===== config.mk =====
export PLATFORM = sky130hd
export DESIGN_NAME = time_set_ctrl
export DESIGN_NICKNAME = d
export VERILOG_FILES = /design/src/rtl/time_set_ctrl_pkg.sv /design/src/rtl/time_set_ctrl_button_conditioner.sv /design/src/rtl/time_set_ctrl.sv
export SDC_FILE = /design/constraint.sdc
export NUM_CORES = 1
export LEC_CHECK = 0
export ABC_AREA = 1
export BUFFER_PORTS_ARGS = -buffer_cell sky130_fd_sc_hd__buf_2
export CORE_MARGIN = 1.5
export CORE_UTILIZATION = 41
export CTS_BUF_LIST = sky130_fd_sc_hd__clkbuf_8 sky130_fd_sc_hd__clkbuf_16
export CTS_CLUSTER_SIZE = 28
export DETAILED_ROUTE_END_ITERATION = 8
export HOLD_SLACK_MARGIN = 0.06
export PLACE_DENSITY_LB_ADDON = 0.25
export SYNTH_ARGS = -nofsm -noshare
export SYNTH_HDL_FRONTEND = slang
export SYNTH_HIERARCHICAL = 1
export SYNTH_SLANG_ARGS = --single-unit

===== constraint.sdc =====
create_clock -name clk -period 3.4 [get_ports clk]
set_input_delay 0 -clock clk [delete_from_list [all_inputs] [get_ports clk]]
set_output_delay 0 -clock clk [all_outputs]
set_load 0.02 [all_outputs]

===== src/rtl/time_set_ctrl_pkg.sv =====
// Shared types, limits and BCD helpers for the front-panel time/alarm entry controller.
package time_set_ctrl_pkg;

  typedef enum logic [1:0] {
    S_IDLE,
    S_EDIT_HOUR,
    S_EDIT_MIN,
    S_LOAD
  } state_t;

  localparam int HOUR_MAX            = 23;
  localparam int MIN_MAX             = 59;
  localparam int DEF_DEBOUNCE_CYCLES = 4;
  localparam int DEF_LOAD_HOLD       = 12;
  localparam int DEF_TIMEOUT         = 255;

  function automatic logic hour_ok(input logic [1:0] h1, input logic [3:0] h0);
    return (h0 <= 4'd9) && ((int'(h1) * 10 + int'(h0)) <= HOUR_MAX);
  endfunction

  function automatic logic min_ok(input logic [3:0] m1, input logic [3:0] m0);
    return (m0 <= 4'd9) && ((int'(m1) * 10 + int'(m0)) <= MIN_MAX);
  endfunction

  // Returns {h1, h0} advanced by one hour, wrapping HOUR_MAX to 00.
  function automatic logic [5:0] inc_hour(input logic [1:0] h1, input logic [3:0] h0);
    if ((int'(h1) * 10 + int'(h0)) >= HOUR_MAX) return '0;
    if (h0 == 4'd9) return {h1 + 2'd1, 4'd0};
    return {h1, h0 + 4'd1};
  endfunction

  // Returns {m1, m0} advanced by one minute, wrapping MIN_MAX to 00 without carry out.
  function automatic logic [7:0] inc_min(input logic [3:0] m1, input logic [3:0] m0);
    if ((int'(m1) * 10 + int'(m0)) >= MIN_MAX) return '0;
    if (m0 == 4'd9) return {m1 + 4'd1, 4'd0};
    return {m1, m0 + 4'd1};
  endfunction

endpackage


===== src/rtl/time_set_ctrl_button_conditioner.sv =====
// Raw push-button to one-cycle press pulse: 2-flop synchronizer, debounce, rising-edge detect.
module button_conditioner #(
  parameter int DEBOUNCE_CYCLES = 4
) (
  input  logic clk,
  input  logic reset,
  input  logic i_btn,
  output logic o_pulse
);

  localparam int CW = (DEBOUNCE_CYCLES < 2) ? 1 : $clog2(DEBOUNCE_CYCLES);

  logic          r_sync1;
  logic          r_sync2;
  logic          r_stable;
  logic [CW-1:0] r_cnt;
  logic          r_pulse;

  always_ff @(posedge clk or negedge reset) begin
    if (!reset) begin
      r_sync1  <= 1'b0;
      r_sync2  <= 1'b0;
      r_stable <= 1'b0;
      r_cnt    <= '0;
      r_pulse  <= 1'b0;
    end else begin
      r_sync1 <= i_btn;
      r_sync2 <= r_sync1;
      r_pulse <= 1'b0;
      // Any sample matching the accepted level restarts the stability count.
      if (r_sync2 != r_stable) begin
        if (r_cnt == CW'(DEBOUNCE_CYCLES - 1)) begin
          r_stable <= r_sync2;
          r_pulse  <= r_sync2;
          r_cnt    <= '0;
        end else begin
          r_cnt <= r_cnt + 1'b1;
        end
      end else begin
        r_cnt <= '0;
      end
    end
  end

  assign o_pulse = r_pulse;

endmodule


===== src/rtl/time_set_ctrl.sv =====
// Front-panel time/alarm entry: edits a BCD HH:MM seeded from the clock and strobes LD_time/LD_alarm.
module time_set_ctrl
  import time_set_ctrl_pkg::*;
#(
  parameter int DEBOUNCE_CYCLES = DEF_DEBOUNCE_CYCLES,
  parameter int LOAD_HOLD       = DEF_LOAD_HOLD,
  parameter int TIMEOUT         = DEF_TIMEOUT
) (
  input  logic       clk,
  input  logic       reset,
  input  logic       btn_mode,
  input  logic       btn_inc,
  input  logic       btn_set,
  input  logic       sel_alarm,
  input  logic [1:0] cur_H1,
  input  logic [3:0] cur_H0,
  input  logic [3:0] cur_M1,
  input  logic [3:0] cur_M0,
  output logic [1:0] H_in1,
  output logic [3:0] H_in0,
  output logic [3:0] M_in1,
  output logic [3:0] M_in0,
  output logic       LD_time,
  output logic       LD_alarm,
  output logic       editing,
  output logic       field_min
);

  localparam int TW = $clog2(TIMEOUT + 1);
  localparam int LW = $clog2(LOAD_HOLD + 1);

  logic w_mode, w_inc, w_set;

  button_conditioner #(.DEBOUNCE_CYCLES(DEBOUNCE_CYCLES)) u_mode (
    .clk(clk), .reset(reset), .i_btn(btn_mode), .o_pulse(w_mode));
  button_conditioner #(.DEBOUNCE_CYCLES(DEBOUNCE_CYCLES)) u_inc (
    .clk(clk), .reset(reset), .i_btn(btn_inc), .o_pulse(w_inc));
  button_conditioner #(.DEBOUNCE_CYCLES(DEBOUNCE_CYCLES)) u_set (
    .clk(clk), .reset(reset), .i_btn(btn_set), .o_pulse(w_set));

  state_t        r_state;
  logic [1:0]    r_h1;
  logic [3:0]    r_h0, r_m1, r_m0;
  logic          r_target;
  logic [TW-1:0] r_to_cnt;
  logic [LW-1:0] r_ld_cnt;
  logic          r_ld_time, r_ld_alarm, r_editing, r_field_min;

  always_ff @(posedge clk or negedge reset) begin
    if (!reset) begin
      r_state     <= S_IDLE;
      r_h1        <= '0;
      r_h0        <= '0;
      r_m1        <= '0;
      r_m0        <= '0;
      r_target    <= 1'b0;
      r_to_cnt    <= '0;
      r_ld_cnt    <= '0;
      r_ld_time   <= 1'b0;
      r_ld_alarm  <= 1'b0;
      r_editing   <= 1'b0;
      r_field_min <= 1'b0;
    end else begin
      case (r_state)
        S_IDLE: begin
          if (w_mode) begin
            r_state     <= S_EDIT_HOUR;
            r_editing   <= 1'b1;
            r_field_min <= 1'b0;
            r_target    <= sel_alarm;
            r_to_cnt    <= '0;
            if (hour_ok(cur_H1, cur_H0)) {r_h1, r_h0} <= {cur_H1, cur_H0};
            else                         {r_h1, r_h0} <= '0;
            if (min_ok(cur_M1, cur_M0))  {r_m1, r_m0} <= {cur_M1, cur_M0};
            else                         {r_m1, r_m0} <= '0;
          end
        end
        S_EDIT_HOUR, S_EDIT_MIN: begin
          // Press priority is set > mode > inc; a lower press in the same cycle is dropped.
          if (w_set) begin
            r_state     <= S_LOAD;
            r_editing   <= 1'b0;
            r_field_min <= 1'b0;
            r_ld_cnt    <= '0;
            r_ld_time   <= ~r_target;
            r_ld_alarm  <= r_target;
          end else if (w_mode) begin
            r_state     <= (r_state == S_EDIT_HOUR) ? S_EDIT_MIN : S_EDIT_HOUR;
            r_field_min <= (r_state == S_EDIT_HOUR);
            r_to_cnt    <= '0;
          end else if (w_inc) begin
            if (r_state == S_EDIT_HOUR) {r_h1, r_h0} <= inc_hour(r_h1, r_h0);
            else                        {r_m1, r_m0} <= inc_min(r_m1, r_m0);
            r_to_cnt <= '0;
          end else if (r_to_cnt == TW'(TIMEOUT - 1)) begin
            r_state     <= S_IDLE;
            r_editing   <= 1'b0;
            r_field_min <= 1'b0;
          end else begin
            r_to_cnt <= r_to_cnt + 1'b1;
          end
        end
        S_LOAD: begin
          if (r_ld_cnt == LW'(LOAD_HOLD - 1)) begin
            r_state    <= S_IDLE;
            r_ld_time  <= 1'b0;
            r_ld_alarm <= 1'b0;
          end else begin
            r_ld_cnt <= r_ld_cnt + 1'b1;
          end
        end
        default: r_state <= S_IDLE;
      endcase
    end
  end

  assign H_in1     = r_h1;
  assign H_in0     = r_h0;
  assign M_in1     = r_m1;
  assign M_in0     = r_m0;
  assign LD_time   = r_ld_time;
  assign LD_alarm  = r_ld_alarm;
  assign editing   = r_editing;
  assign field_min = r_field_min;

endmodule


==> flow_summary.toml, run 1 <==
[yosys]
synthTopCellsByArea = "dfrtp_1 (34%), ha_1 (13%), nand2_1 (10%)"
synthCells = 464
ys_seq_elements = 51
ys_types = 46
synth.net_count = 527
synth.avg_cell_area_um2 = 7.982
syn-cell-area_mm2 = 0.003704
yosysSeqAreaShare_pct = 34.46
synth.largest_area_cell = "dfrtp_1"
yosysTopAreaCellShare_pct = 34.46
ys_warn_count = 6

[worst_setup_path]
path_class = "reg2reg"
slowest_delay_ns = 0.49
startpoint = "M_in1[1]$_DFFE_PN0P_"
path_max_fanout = 9
r2r-start = "M_in1[1]$_DFFE_PN0P_"
critPathBufInv = 3
crit_family = "adder cells"
cp.arrival_ns = 2.78
crit_path_end_kind = "flip-flop"
cp-start-kind = "flip-flop"
path_cells = "ha_1 -> ha_1 -> inv_1 -> fa_1 -> inv_1 -> nand4_1 -> a31oi_4 -> nand3_2 -> nand2_2 -> inv_2 -> nand2_1 -> nand2_1"
required_ns = 3.62
cpMaxStageDelayCell = "dfrtp_1"

[route]
wirelength_mm = 7.301
drt_iter0_markers = 147
via_count = 3068
met2WireLength_mm = 3.472
m1WireLength_mm = 3.473
avgRoutedWirePerCell_um = 11.72
drtAntennaViolNets = 0
avgViaCountPerCell = 4.925
routed.top_layer = "met4"
drt-pass1-iter-count = 4
wl_met3_um = 268
drc = 0

[clock_network]
ctsHoldBuffers = 8
clock_tree.root_cell = "clkbuf_8"
clkTransAtPathRegs_ns = 0.10
cts_tree = "built"
cts_resized = 0
cts_buffer_depth = 2
h-tree-depth = 2
numCtsBuffers = 5
cts_sinks = 51
cts_setup_buffers = 0
insertion_delay_ns = 0.31

[cells_and_area]
nFillCells = 854
drive_gt1_share_pct = 15.53
final_common_cell = "nand2_1"
fin_util_pct = 48.06
final_nets = 577
n_antenna_cell = 0
final_cell_mix = "nand2_1 (100), inv_1 (55), nor2_1 (52)"
area_growth_pct = 13.18
postLayoutCellArea_mm2 = 0.004192

[hold_path]
min_from = "cur_H0[3]"
hp-class = "in2reg"

[placed_design]
pre_cts_slack_ns = 0.8720
postPlaceCellArea_mm2 = 0.004013
gp_congestion = 0.8065
post-dp-hpwl_mm = 5.606
portBuffers = 37

[global_routing]
grt_max_degree = 28
grt_pass1_vias = 3036
antenna_found_initial = 0
grt_pass1_wl_mm = 12.96
grt_usage_pct = 15.96
grt_overflow = 0

[power_and_ir_drop]
power_mw = 2.937
p_leak_nw = 2.230
cellPowerDensity_mw_per_mm2 = 700.7
ir_worst_vdd_uv = 276.0

[floorplanning]
die_h_um = 98.04
start_util_pct = 42.47
io_pins = 38
dieWidth_um = 98.04
core.rowCount = 34
die_area_mm2 = 0.009612
coreArea_mm2 = 0.008721

[sta]
setup_viol = 0
max_slew_margin_pct = 60.45
fin_ws_ns = 0.8322
fin_setup_tns_ns = 0
max_freq_mhz = 389.4
min_period_ns = 2.568
rsz0062_at_grt = "no"
fin_skew_ns = 0.01069
drv_slew = 0
worstMarginPinSlew_ns = 0.5870
final_hold_viol_count = 0
period_share_pct = 75.52

[flow_run]
drv_cap = 0

[run_status]
outcome = "finished, final reports clean"
power by group:
group | switching, mW | internal [mW]
combinational | 0.966 | 0.593
sequential | 0.220 | 0.778
clock | 0.213 | 0.167
cell families (layout without fill, tap and decap cells):
group / count (synthesis) / in the layout / share of synthesized area [%]
buf+inv: 71 / 122 / 7.872
xor+xnor: 13 / 13 / 3.074
compound gates: 55 / 55 / 9.494
fa+ha+maj: 43 / 43 / 15.74
flops: 51 / 51 / 34.46
simple gates: 229 / 229 / 28.65
mux: 2 / 2 / 0.7093
synth_stat cells (all sizes together):
cell,count
o21bai,1
or2,5
nor2,57
inv,66
o31ai,2
dfrtp,51
a311oi,1
clkbuf,2
xor2,9
o22ai,2
nand4,17
nand2,105
bufinv,1
a31oi,5
fa,6
nand3,36
buf,2
o21ai,25
o21a,1
nand3b,1
ha,37
a21oi,16
xnor2,4
nor4,1
nor3,7
a2111oi,1
mux2,2
a21o,1
worst reg2reg max path: stages (launching register included):
cell	delay (ns)
dfrtp_1	0.49
ha_1	0.33
ha_1	0.21
inv_1	0.08
fa_1	0.41
inv_1	0.11
nand4_1	0.15
a31oi_4	0.29
nand3_2	0.12
nand2_2	0.12
inv_2	0.06
nand2_1	0.07
nand2_1	0.05
registers in the layout (all words and copies together) (netlist names), 2 cells and up:
register      cells
r_to_cnt          8
r_state           2
H_in0             4
H_in1             2
M_in1             4
u_mode/r_cnt      2
u_set/r_cnt       2
u_inc/r_cnt       2
M_in0             4
r_ld_cnt          4
per-stage QoR:
step | hold WS (ns) | std cells
floorplan | -0.2956 | 464
global placement | 0.05086 | 607
detailed placement | 0.06142 | 607
CTS | 0.07029 | 623
global route | 0.1044 | 623
finish | 0.07350 | 623
cell type report:
class | instances | area (um^2) | area share, %
multi-input cells | 342 | 2136 | 50.96
clock buffers | 6 | 82.58 | 1.970
repair buffers | 47 | 280.3 | 6.687
flip-flops and latches | 51 | 1276 | 30.45
clock inverters | 2 | 16.27 | 0.3881
well taps | 108 | 135.1 | 3.224
inverters | 67 | 265.3 | 6.328
final timing paths:
kind,to,slack [ns],cells after the start
max,M_in1[0]$_DFFE_PN0P_,0.83,12
max in group asynchronous,r_to_cnt[0]$_DFFE_PN0P_,2.44,3
min,H_in0[3]$_DFFE_PN0P_,0.07,5
min in group asynchronous,r_ld_cnt[3]$_DFFE_PN0P_,0.21,2
max reg2reg,M_in1[0]$_DFFE_PN0P_,0.83,12
min reg2reg,u_inc/r_sync2$_DFF_PN0_,0.35,0
metal layers:
layer | vias to the layer above | GRT usage, %
li1 | 1611 | -
met2 | 45 | 28.06
met3 | 9 | 2.649
met1 | 1403 | 20.42
met4 | 0 | 3.956
met5 | - | 0
(Power assumes the default switching activity.)
==> inputs of run 2 (changes only) <==
--- a/config.mk
+++ b/config.mk
@@ -5,7 +5,7 @@
 export SDC_FILE = /design/constraint.sdc
 export NUM_CORES = 1
 export LEC_CHECK = 0
-export ABC_AREA = 1
+export ABC_AREA = 0
 export BUFFER_PORTS_ARGS = -buffer_cell sky130_fd_sc_hd__buf_2
 export CORE_MARGIN = 1.5
 export CORE_UTILIZATION = 41
==> constraint.sdc (replaced) <==
create_clock -name clk -period 2.4 [get_ports clk]
set_input_delay 0 -clock clk [delete_from_list [all_inputs] [get_ports clk]]
set_output_delay 0 -clock clk [all_outputs]
set_load 0.02 [all_outputs]
==> flow_summary.toml, run 2 <==
[sta]
max_slew_margin_pct = 64.64
setup_viol = 8
max_freq_mhz = 393.3
drv_slew = 0
fin_ws_ns = -0.1426
holdWs_ns = 0.08633
period_share_pct = 105.9
worstMarginPinSlew_ns = 0.5273
rsz0062_at_grt = "yes"
final_hold_viol_count = 0
min_period_ns = 2.543
fin_skew_ns = 0.01269

[hold_path]
min_path_cells = 3
hp-class = "in2reg"
min_from = "cur_H1[1]"
hold-path-endpoint = "H_in1[1]$_DFFE_PN0P_"

[placed_design]
post-dp-hpwl_mm = 5.923
gp_congestion = 0.8663
portBuffers = 37

[yosys]
synth.largest_area_cell = "dfrtp_1"
synth.avg_cell_area_um2 = 9.569
yosysSeqAreaShare_pct = 36.14
yosysTopAreaCellShare_pct = 36.14
synth_flop_cell = "dfrtp_1"
async_flop_share_pct = 100.0
synth.net_count = 432
yosysMostFrequentCell = "dfrtp_1"
synthTopCellsByArea = "dfrtp_1 (36%), ha_1 (13%), fa_1 (3.4%)"
syn-cell-area_mm2 = 0.003531
ys_types = 56
ys_warn_count = 6
yosys-top-cells-count = "dfrtp_1 (51), ha_1 (37), nand2_1 (31)"
ys_seq_elements = 51
synth_enable_flop_cells = 0
synthCells = 369

[cells_and_area]
drive_gt1_share_pct = 27.31
final_cell_mix = "dfrtp_1 (48), buf_4 (40), buf_2 (37)"
nFillCells = 752
seqCellArea_mm2 = 0.001280
largest_register = "r_to_cnt"
n_antenna_cell = 0
multi_input_area_mm2 = 0.002258
final_nets = 516
area_growth_pct = 25.55
final_common_cell = "dfrtp_1"
largest_register_ffs = 8
fin_util_pct = 53.41

[route]
drtAntennaViolNets = 0
avgViaCountPerCell = 5.343
drt-pass1-iter-count = 4
drc = 0
wirelength_mm = 7.841
via_count = 2987
avgRoutedWirePerCell_um = 14.03
drt_iter0_markers = 115

[worst_setup_path]
r2r_slack_ns = -0.14
required_ns = 2.64
slowest_delay_ns = 0.46
r2r-start = "M_in1[1]$_DFFE_PN0P_"
cp.arrival_ns = 2.78
cp-start-kind = "flip-flop"
path_cells = "ha_4 -> ha_4 -> inv_2 -> fa_1 -> or4_1 -> o211a_1 -> o2111a_2 -> a21o_1 -> a22oi_2"
crit_top_cell = "ha_4"
cpMaxStageDelayCell = "fa_1"
path_class = "reg2reg"
path_max_fanout = 7
r2r_cells = 9
r2r-end = "M_in1[3]$_DFFE_PN0P_"
crit_path_end_kind = "flip-flop"

[clock_network]
cts_sinks = 51
clkTransAtPathRegs_ns = 0.10
insertion_delay_ns = 0.32
cts_tree = "built"
cts_buffer_depth = 2
numCtsBuffers = 5
clock_tree.root_cell = "clkbuf_8"
h-tree-depth = 2

[power_and_ir_drop]
power_mw = 4.567
ir_worst_vdd_uv = 333.8
p_leak_nw = 2.036
cellPowerDensity_mw_per_mm2 = 1030

[floorplanning]
die_area_mm2 = 0.009178
die_h_um = 95.80
core.rowCount = 33
coreArea_mm2 = 0.008299
dieWidth_um = 95.80
io_pins = 38
start_util_pct = 42.54

[global_routing]
grt_max_degree = 21
grt_pass1_vias = 2925
grt_usage_pct = 18.26
grt_pass1_wl_mm = 13.16
grt_overflow = 0
antenna_found_initial = 0

[run_status]
outcome = "complete, but fails checks"
violations = "negative setup slack"

[flow_run]
drv_cap = 0
run 2: report_power, final:
part | internal (mW) | switching, mW
Combinational | 1.26 | 1.46
Sequential | 1.10 | 0.190
Clock | 0.222 | 0.333
Total | 2.58 | 1.99
run 2: layout make-up:
| cell class | count | share of cell area (%) |
|---|---|---|
| multi-input cells | 288 | 50.95 |
| flip-flops and latches | 51 | 28.87 |
| repair buffers | 87 | 13.21 |
| well taps | 105 | 2.964 |
| inverters | 20 | 1.693 |
| clock buffers | 5 | 1.552 |
| clock inverters | 3 | 0.7621 |
run 2: worst max path at each step:
stage	slack, ns	end	depth (start not counted)	from
2_1_floorplan	-0.16	M_in1[3]$_DFFE_PN0P_	9	M_in1[1]$_DFFE_PN0P_
3_3_place_gp	-0.14	M_in1[3]$_DFFE_PN0P_	9	M_in1[3]$_DFFE_PN0P_
3_5_place_dp	-0.19	M_in1[3]$_DFFE_PN0P_	9	M_in1[0]$_DFFE_PN0P_
4_1_cts	-0.15	M_in1[3]$_DFFE_PN0P_	9	M_in1[3]$_DFFE_PN0P_
5_1_grt	-0.25	M_in1[3]$_DFFE_PN0P_	9	M_in1[3]$_DFFE_PN0P_
6_report	-0.14	M_in1[3]$_DFFE_PN0P_	9	M_in1[1]$_DFFE_PN0P_
run 2: cell families after synthesis:
| family | Yosys count | share of synthesized area (%) |
|---|---|---|
| simple gates | 123 | 18.53 |
| mux | 11 | 3.331 |
| buf+inv | 30 | 3.295 |
| compound gates | 99 | 19.14 |
| fa+ha+maj | 44 | 16.83 |
| flops | 51 | 36.14 |
| xor+xnor | 11 | 2.728 |
run 2: worst max-delay path: cells and delay by family (launching register included):
family | cells | cell delay, ns
AOI/OAI and AO/OA | 4 | 0.74
adders and majority gates | 3 | 0.86
buffers and inverters | 1 | 0.03
DFF | 1 | 0.43
and+or+nand+nor | 1 | 0.40
run 2: stage by stage:
stage / std cells / setup slack (ns) / setup TNS (ns) / instance area [um^2]
3_5_place_dp: 538 / -0.1897 / -1.216 / 4111
2_1_floorplan: 369 / -0.1612 / -0.9218 / 3558
6_report: 559 / -0.1426 / -0.8617 / 4433
4_1_cts: 559 / -0.1460 / -0.9136 / 4380
5_1_grt: 559 / -0.2545 / -1.785 / 4433
3_3_place_gp: 538 / -0.1350 / -0.6908 / 4111
run 2: routing by layer:
metal  GRT usage, %  wire length [um]  share of wire, %  vias to the layer above
met5              0                 0                 0                        -
met4          6.127               126               1.6                        0
met1          22.89              3691                47                     1436
met3          2.844               151               1.9                        8
li1               -                 -                 -                     1507
met2          31.87              3871                49                       36
run 2: repair_timing:
item,4_1_cts,5_1_grt
buffers inserted,3,0
pin swaps,6,6
setup endpoints to repair,11,16
hold buffers,10,0
hold endpoints to repair,27,0
gates resized for setup,6,14
